**src/rtl/rv32i_types.sv**
```systemverilog
// Shared CPU types: CDB broadcast entry and the FU-queue index mapping the
// CPU top and cdb_arbiter both rely on.
package rv32i_types;

  typedef struct packed {
    logic [5:0]  rob_idx;
    logic [4:0]  rd;
    logic [31:0] data;
    logic        br_mispredict;
  } cdb_entry_t;

  localparam int CDB_NUM_REQ = 4;
  localparam int CDB_BR_IDX  = 0;

  typedef logic [$clog2(CDB_NUM_REQ)-1:0] cdb_req_idx_t;

endpackage

```
**src/rtl/rr_pick.sv**
```systemverilog
// Combinational round-robin picker: first set bit of i_mask at or after
// i_start, wrapping modulo N.
module rr_pick #(
  parameter  int N = 4,
  localparam int W = (N > 1) ? $clog2(N) : 1
) (
  input  logic [N-1:0] i_mask,
  input  logic [W-1:0] i_start,
  output logic [N-1:0] o_grant,
  output logic [W-1:0] o_idx,
  output logic         o_any
);

  logic [W-1:0] w_j;

  always_comb begin
    o_grant = '0;
    o_idx   = '0;
    o_any   = 1'b0;
    w_j     = '0;
    for (int k = 0; k < N; k++) begin
      w_j = W'((int'(i_start) + k) % N);
      if (!o_any && i_mask[w_j]) begin
        o_grant[w_j] = 1'b1;
        o_idx        = w_j;
        o_any        = 1'b1;
      end
    end
  end

endmodule

```
**src/rtl/cdb_arbiter.sv**
```systemverilog
// CDB arbiter: starved > branch > round-robin, one registered broadcast per cycle.
// Optional per-requester grant / conflict counters under CDB_ARB_PERF_EN.
module cdb_arbiter
  import rv32i_types::*;
#(
  parameter  int NUM_REQ    = CDB_NUM_REQ,
  parameter  int BR_IDX     = CDB_BR_IDX,
  parameter  int STARVE_MAX = 7,
  localparam int IDX_W      = $clog2(NUM_REQ),
  localparam int CNT_W      = $clog2(STARVE_MAX + 1)
) (
  input  logic                      clk,
  input  logic                      rst_n,
  input  logic [NUM_REQ-1:0]        req_valid,
  input  cdb_entry_t [NUM_REQ-1:0]  req_entry,
  input  logic                      cdb_stall,
  input  logic                      flush,
  output logic [NUM_REQ-1:0]        dequeue,
  output cdb_entry_t                cdb_out,
  output logic                      cdb_valid,
`ifdef CDB_ARB_PERF_EN
  output logic [NUM_REQ-1:0][31:0]  perf_grant_cnt,
  output logic [31:0]               perf_conflict_cnt,
`endif
  output logic [IDX_W-1:0]          grant_idx
);

  logic [NUM_REQ-1:0] w_nb_mask, w_starved_mask, w_nb_gnt, w_starved_gnt, w_grant;
  logic [IDX_W-1:0]   w_nb_idx, w_starved_idx, w_gidx;
  logic               w_nb_any, w_starved_any, w_any, w_br;

  logic [CNT_W-1:0]   r_cnt [NUM_REQ];
  logic [IDX_W-1:0]   r_rr_ptr;
  logic               r_cdb_valid;
  cdb_entry_t         r_cdb_out;
  logic [IDX_W-1:0]   r_grant_idx;

  always_comb begin
    w_nb_mask      = '0;
    w_starved_mask = '0;
    for (int i = 0; i < NUM_REQ; i++) begin
      w_nb_mask[i]      = req_valid[i] && (i != BR_IDX);
      w_starved_mask[i] = w_nb_mask[i] && (r_cnt[i] == CNT_W'(STARVE_MAX));
    end
  end

  rr_pick #(.N(NUM_REQ)) u_pick_starved (
    .i_mask (w_starved_mask),
    .i_start(r_rr_ptr),
    .o_grant(w_starved_gnt),
    .o_idx  (w_starved_idx),
    .o_any  (w_starved_any)
  );

  rr_pick #(.N(NUM_REQ)) u_pick_nb (
    .i_mask (w_nb_mask),
    .i_start(r_rr_ptr),
    .o_grant(w_nb_gnt),
    .o_idx  (w_nb_idx),
    .o_any  (w_nb_any)
  );

  always_comb begin
    w_grant = '0;
    w_gidx  = '0;
    w_br    = 1'b0;
    if (!cdb_stall && !flush) begin
      if (w_starved_any) begin
        w_grant = w_starved_gnt;
        w_gidx  = w_starved_idx;
      end else if (req_valid[BR_IDX]) begin
        w_grant[BR_IDX] = 1'b1;
        w_gidx          = IDX_W'(BR_IDX);
        w_br            = 1'b1;
      end else if (w_nb_any) begin
        w_grant = w_nb_gnt;
        w_gidx  = w_nb_idx;
      end
    end
  end

  assign w_any   = |w_grant;
  assign dequeue = rst_n ? w_grant : '0;

  always_ff @(posedge clk or negedge rst_n) begin
    if (!rst_n) begin
      r_cdb_valid <= 1'b0;
      r_cdb_out   <= '0;
      r_grant_idx <= '0;
      r_rr_ptr    <= '0;
      for (int i = 0; i < NUM_REQ; i++) r_cnt[i] <= '0;
    end else begin
      r_cdb_valid <= w_any;
      if (w_any) begin
        r_cdb_out   <= req_entry[w_gidx];
        r_grant_idx <= w_gidx;
      end
      if (w_any && !w_br)
        r_rr_ptr <= (w_gidx == IDX_W'(NUM_REQ - 1)) ? '0 : w_gidx + 1'b1;
      // Flush beats stall; the branch slot never accumulates wait.
      for (int i = 0; i < NUM_REQ; i++) begin
        if (i == BR_IDX || flush)
          r_cnt[i] <= '0;
        else if (!cdb_stall) begin
          if (req_valid[i] && !w_grant[i])
            r_cnt[i] <= (r_cnt[i] == CNT_W'(STARVE_MAX)) ? r_cnt[i] : r_cnt[i] + 1'b1;
          else
            r_cnt[i] <= '0;
        end
      end
    end
  end

  assign cdb_valid = r_cdb_valid;
  assign cdb_out   = r_cdb_out;
  assign grant_idx = r_grant_idx;

`ifdef CDB_ARB_PERF_EN
  logic [NUM_REQ-1:0][31:0] r_perf_grant;
  logic [31:0]              r_perf_conflict;

  always_ff @(posedge clk or negedge rst_n) begin
    if (!rst_n) begin
      r_perf_grant    <= '0;
      r_perf_conflict <= '0;
    end else begin
      for (int i = 0; i < NUM_REQ; i++)
        if (w_grant[i]) r_perf_grant[i] <= r_perf_grant[i] + 32'd1;
      if (($countones(req_valid) > 1) && !cdb_stall && !flush)
        r_perf_conflict <= r_perf_conflict + 32'd1;
    end
  end

  assign perf_grant_cnt    = r_perf_grant;
  assign perf_conflict_cnt = r_perf_conflict;
`endif

endmodule

```
**config.mk**
```make
export PLATFORM = sky130hd
export DESIGN_NAME = cdb_arbiter
export DESIGN_NICKNAME = d
export VERILOG_FILES = /design/src/rtl/rv32i_types.sv /design/src/rtl/rr_pick.sv /design/src/rtl/cdb_arbiter.sv
export SDC_FILE = /design/constraint.sdc
export NUM_CORES = 1
export LEC_CHECK = 0
export ABC_AREA = 1
export BUFFER_PORTS_ARGS = -buffer_cell sky130_fd_sc_hd__buf_2
export CAP_MARGIN = 10
export CORE_MARGIN = 1.5
export CORE_UTILIZATION = 45
export CTS_CLUSTER_DIAMETER = 40
export DETAILED_ROUTE_END_ITERATION = 16
export PLACE_DENSITY = 0.76
export SYNTH_ARGS = -nofsm -noshare
export SYNTH_HDL_FRONTEND = slang
export SYNTH_SLANG_ARGS = --single-unit
export TNS_END_PERCENT = 20
```
**constraint.sdc**
```tcl
create_clock -name clk -period 3.9 [get_ports clk]
set_input_delay 0.78 -clock clk [delete_from_list [all_inputs] [get_ports clk]]
set_output_delay 0.78 -clock clk [all_outputs]
set_load 0.02 [all_outputs]
```
=== Word level (Yosys, flattened, before mapping) ===
Index checks and enable logic that the tools add are counted.

* Register bits after elaboration: 58
* Input port bits: 184
* Output and inout port bits: 51

* Add/subtract/negate cells: 7
* Order comparisons: 9
* Equality and inequality tests: 8
* Multiplexer cells: 76
* Bitwise logic cells: 6
* Reduce and logical (&&, ||, !) cells: 34

{| class="wikitable"
|+ Operator list
! kind !! number
|-
| binary-select mux 44 bit (select 2 bit) || 1
|-
| 2-to-1 mux 4 bit || 12
|-
| 2-to-1 mux 44 bit || 1
|-
| 2-to-1 mux 3 bit || 13
|-
| 2-to-1 mux 2 bit || 13
|-
| 2-to-1 mux 1 bit || 24
|-
| OR 4 bit || 6
|-
| logical AND 1 bit || 18
|-
| binary-select mux 1 bit (select 2 bit) || 8
|-
| less-than comparator 2 x 3 -> 1 bit (second input constant) || 5
|-
| logical NOT 1 bit || 12
|-
| adder 3 x 1 -> 3 bit (second input constant) || 3
|-
| equality test 3 bit (second input constant) || 3
|-
| inequality test 3 bit (second input constant) || 3
|-
| demux 1 bit (select 2 bit) || 4
|-
| greater-or-equal comparator 2 x 1 -> 1 bit (second input constant) || 4
|-
| AND reduction 2 bit || 3
|-
| adder 2 x 1 -> 2 bit (second input constant) || 2
|-
| adder 2 bit (second input constant) || 2
|-
| OR reduction 4 bit || 1
|-
| equality test 2 bit (second input constant) || 1
|-
| inequality test 2 x 1 -> 1 bit (second input constant) || 1
|}

=== Depth between registers and ports, before layout ===
* Word-level depth: 21
* Mapped depth: 22
* Depth with buffers taken out: 18

=== By module ===
From an unflattened synthesis, not the netlist that was laid out.

* Cells, all modules: 951
* Area total of the unflattened synthesis: 5696.7 µm²

{| class="wikitable"
|+ By module, submodules not included
! module !! instances !! cells each !! area an instance (µm²)
|-
| cdb_arbiter || 1 || 803 || 4815.9
|-
| rr_pick || 2 || 74 || 440.4
|}

=== Least setup slack after synthesis ===
No wires, ideal clock.

* Path kind: register to output
* Start point: register r_rr_ptr[1]
* End point: output dequeue[2]
* Data arrival time: 2350 ps
* Data required time: 3120 ps
* Slack: 770 ps
* Stages on the path, launching flop included: 17
* Cells stage by stage: dfrtp_1 buf_2 inv_2 ha_1 buf_2 inv_1 nand2_1 nor2_1 inv_1 nand2_4 nor2_8 nand3_4 nand2_1 nor2_1 nor2_1 nand2_1 nor2_1

* Cells in the longest elaborated chain, start to end: 17

{| class="wikitable"
|+ RTL lines
! item !! line !! text
|-
| start: declaration || cdb_arbiter.sv:33 || <nowiki>logic [IDX_W-1:0] r_rr_ptr;</nowiki>
|-
| start signal: assignment || cdb_arbiter.sv:99 || <nowiki>r_rr_ptr <= (w_gidx == IDX_W'(NUM_REQ - 1)) ? '0 : w_gidx + 1'b1;</nowiki>
|-
| parallel branches: the longest is 14 deep, another holds less-than comparator 2 x 3 -> 1 bit || n/a ||
|-
| 2-to-1 mux 4 bit * || cdb_arbiter.sv:68 || <nowiki>if (w_starved_any) begin</nowiki>
|-
| 2-to-1 mux 4 bit * || cdb_arbiter.sv:67 || <nowiki>if (!cdb_stall && !flush) begin</nowiki>
|-
| 2-to-1 mux 4 bit * || cdb_arbiter.sv:83 || <nowiki>assign dequeue = rst_n ? w_grant : '0;</nowiki>
|-
| end: declaration || cdb_arbiter.sv:18 || <nowiki>output logic [NUM_REQ-1:0] dequeue,</nowiki>
|}

Every way passes the cells marked *. The select of a mux whose other input is x is not followed.

=== Final worst setup path ===
Ends and elaborated chain as after synthesis.

==> results.ini <==
[outcome]
outcome = completed

[timing]
fin_crit_sh_pct = 90.9
drv_slew = 0
rsz0062_at_grt = false
max_clock_freq_ghz = 0.282
hold_viol_final = 0
clock_skew_ns = 0.00657
setup_viol = 0
slew-limit-headroom_pct = 49.4
post-route-min-period_ns = 3.55
tns_ns = 0
tightestPinTransition_ns = 0.758

[worst_setup_path]
worst_setup_path_start_kind = register
crit_type = register to primary output
arrival_ns = 2.77
slowest_delay_ns = 0.47
r2r-start = r_rr_ptr[1]
path_cells = inv_2 > ha_1 > inv_1 > nand2_1 > nor2_1 > inv_1 > nand2_4 > nor2_8 > nand3_4 > nand2_1 > nor2_1 > nor2_1 > nand2_1 > nor2_1 > buf_2
crit_path_end_kind = primary output
cp_slowest_cell = ha_1
crit_fanout = 11
startpoint = r_rr_ptr[1]
cpMostUsedCell = nor2_1
required_ns = 3.12

[power_and_ir_drop]
ir_drop_mv = 0.375
total_power_mw = 4.79
powerDensity_nw_per_um2 = 660
leakage_nw = 4.38

[min_path]
hold_class = register to register
hold_start = r_cnt[5]

[synth]
syn_inst = 918
synth_nets = 1116
yosysWarnings = 0
syn_area_um2 = 5640
synth_cell_types = 33
ys_seq_area_share_pct = 25.7
ys_seq_elements = 58
syn_avg_cell_area_um2 = 6.14

[floorplan]
io_pins = 235
initial_core_util_pct = 46.6
die-area_um2 = 13200
core_um2 = 12100
rows = 40
die_x_um = 115
die_h_um = 115

[detailed_routing]
drc = 0
dr.first_iter.drc_count = 532
via_per_inst = 5.09
drtAntennaViolNets = 0
finalWirelength_um = 19100
vias = 6624
wl_per_cell_um = 14.7
drt_pre_antenna_iters = 5

[grt]
grt_pass1_wl_um = 29800
grt_max_degree = 89
overflow = 0
antenna_found_initial = 2
grt_usage_pct = 28.9
first_global_vias = 5973

[layout]
final_common_cell = nand2_1
fillCellCount = 1246
drive_gt1_share_pct = 25.8
area_delta_synth_final_pct = 28.7
nets = 1324
layout_common_cells = nand2_1 (334), buf_2 (234), nand3_1 (166), inv_1 (120), nand3b_1 (90)

[clocking]
clock_latency_ns = 0.33
cts.hold.buffers_added = 0
cts_made_buffers = 9
clock-sinks = 58
cts_tree = yes
htree_levels = 3
clockBufferDepth = 2
cts_root_buf = clkbuf_16
clk_pin_slew_ns = 0.05

[place]
globalplace.congestion = 0.951
port_buffers = 234
dpl.hpwl_um = 13900

[job]
cap_viol_max_count = 0

## logic make-up (layout without fill, tap and decap cells)
kind of cell	after synthesis	in the layout	share of synthesized area (%)
buf+inv	180	393	13.7
fa+ha+maj	14	14	3.11
compound gates	24	24	2.62
flops	58	58	25.7
simple gates	641	641	54.7
xor+xnor	1	1	0.155
other cells	0	2	0
## what timing repair did
item	CTS	global route
endpoints found under the setup margin	0	4
gates resized for setup	0	1
setup buffers	0	3
## per-stage QoR
step                cells  cell area, um2  util (%)  worst slack, ns  hold slack, ns
global placement     1280            6930      57.2            0.473           0.474
finish               1301            7260      60.0            0.355           0.492
global route         1301            7260      60.0           0.0872           0.519
detailed placement   1280            6930      57.2            0.464           0.483
floorplan             918            5640         -            0.770           0.453
CTS                  1296            7230      59.7           0.0905           0.496
## registers in the layout, indices dropped and copies added, names as in the netlist
name	cells
grant_idx	2
r_rr_ptr	2
cdb_valid	1
cdb_out	44
r_cnt	9
## final timing paths
| path | slack [ns] | cells after the start | end |
|---|---|---|---|
| worst max-delay path | 0.35 | 15 | dequeue[2] |
| worst min-delay path | 0.49 | 2 | r_cnt[5] |
| worst max register to register | 0.76 | 18 | cdb_out[35] |
| worst min register to register | 0.49 | 2 | r_cnt[5] |
| max in group asynchronous | 2.70 | 2 | r_rr_ptr[1] |
| min in group asynchronous | 0.67 | 2 | r_cnt[6] |
## synthesized netlist by cell type
library cell	n	area, um2
o21ai_1	5	25.0
buf_1	6	22.5
o21a_1	1	7.51
nand3b_1	90	676
clkinv_2	1	5.00
nand2_2	11	68.8
nand3_1	166	831
o21ai_0	7	35.0
ha_1	14	175
buf_2	37	185
a21oi_1	5	25.0
o21bai_1	1	7.51
dfrtp_1	58	1450
buf_6	4	45.0
nor2_1	18	67.6
nor2_8	2	40.0
nor2_2	1	6.26
a21oi_4	1	16.3
xor2_1	1	8.76
nand3_2	1	10.0
clkinv_1	1	3.75
nand3_4	1	17.5
nand2_4	1	11.3
a21oi_2	1	8.76
nor2_4	1	11.3
buf_4	5	37.5
a21boi_0	3	22.5
inv_2	4	15.0
clkbuf_1	2	7.51
inv_1	120	450
nand2_1	334	1250
nor3_1	1	5.00
nand4_1	14	87.6
## metal layers
layer	vias to the layer above	wire length, um	track usage, %
li1	3324	-	-
met5	-	0	0
met4	0	592	12.8
met2	293	9010	47.0
met3	41	1330	5.54
met1	2966	8220	37.4
## critical path, delay by kind of cell, from the launching register on
family / cells / cell delay (ns)
buffers and inverters: 4 / 0.54
flip-flops: 1 / 0.46
AND/OR/NAND/NOR: 10 / 0.94
adder cells (fa/ha/maj): 1 / 0.47
## area by class of cell
cell class / count / area (um2) / area share [%]
Multi-Input combinational cell: 680 / 3430 / 47.2
Sequential cell: 58 / 1450 / 20.0
Timing Repair Buffer: 251 / 1390 / 19.1
Inverter: 126 / 474 / 6.53
Clock buffer: 12 / 256 / 3.53
Tap cell: 168 / 210 / 2.89
Clock inverter: 4 / 50.0 / 0.689
Antenna cell: 2 / 5.00 / 0.0689
## power by group
group / leakage [nW] / switching (mW) / internal [mW]
Clock: 0.145 / 0.290 / 0.528
Combinational: 3.51 / 2.02 / 0.950
Sequential: 0.730 / 0.146 / 0.861
(Power assumes the default switching activity.)
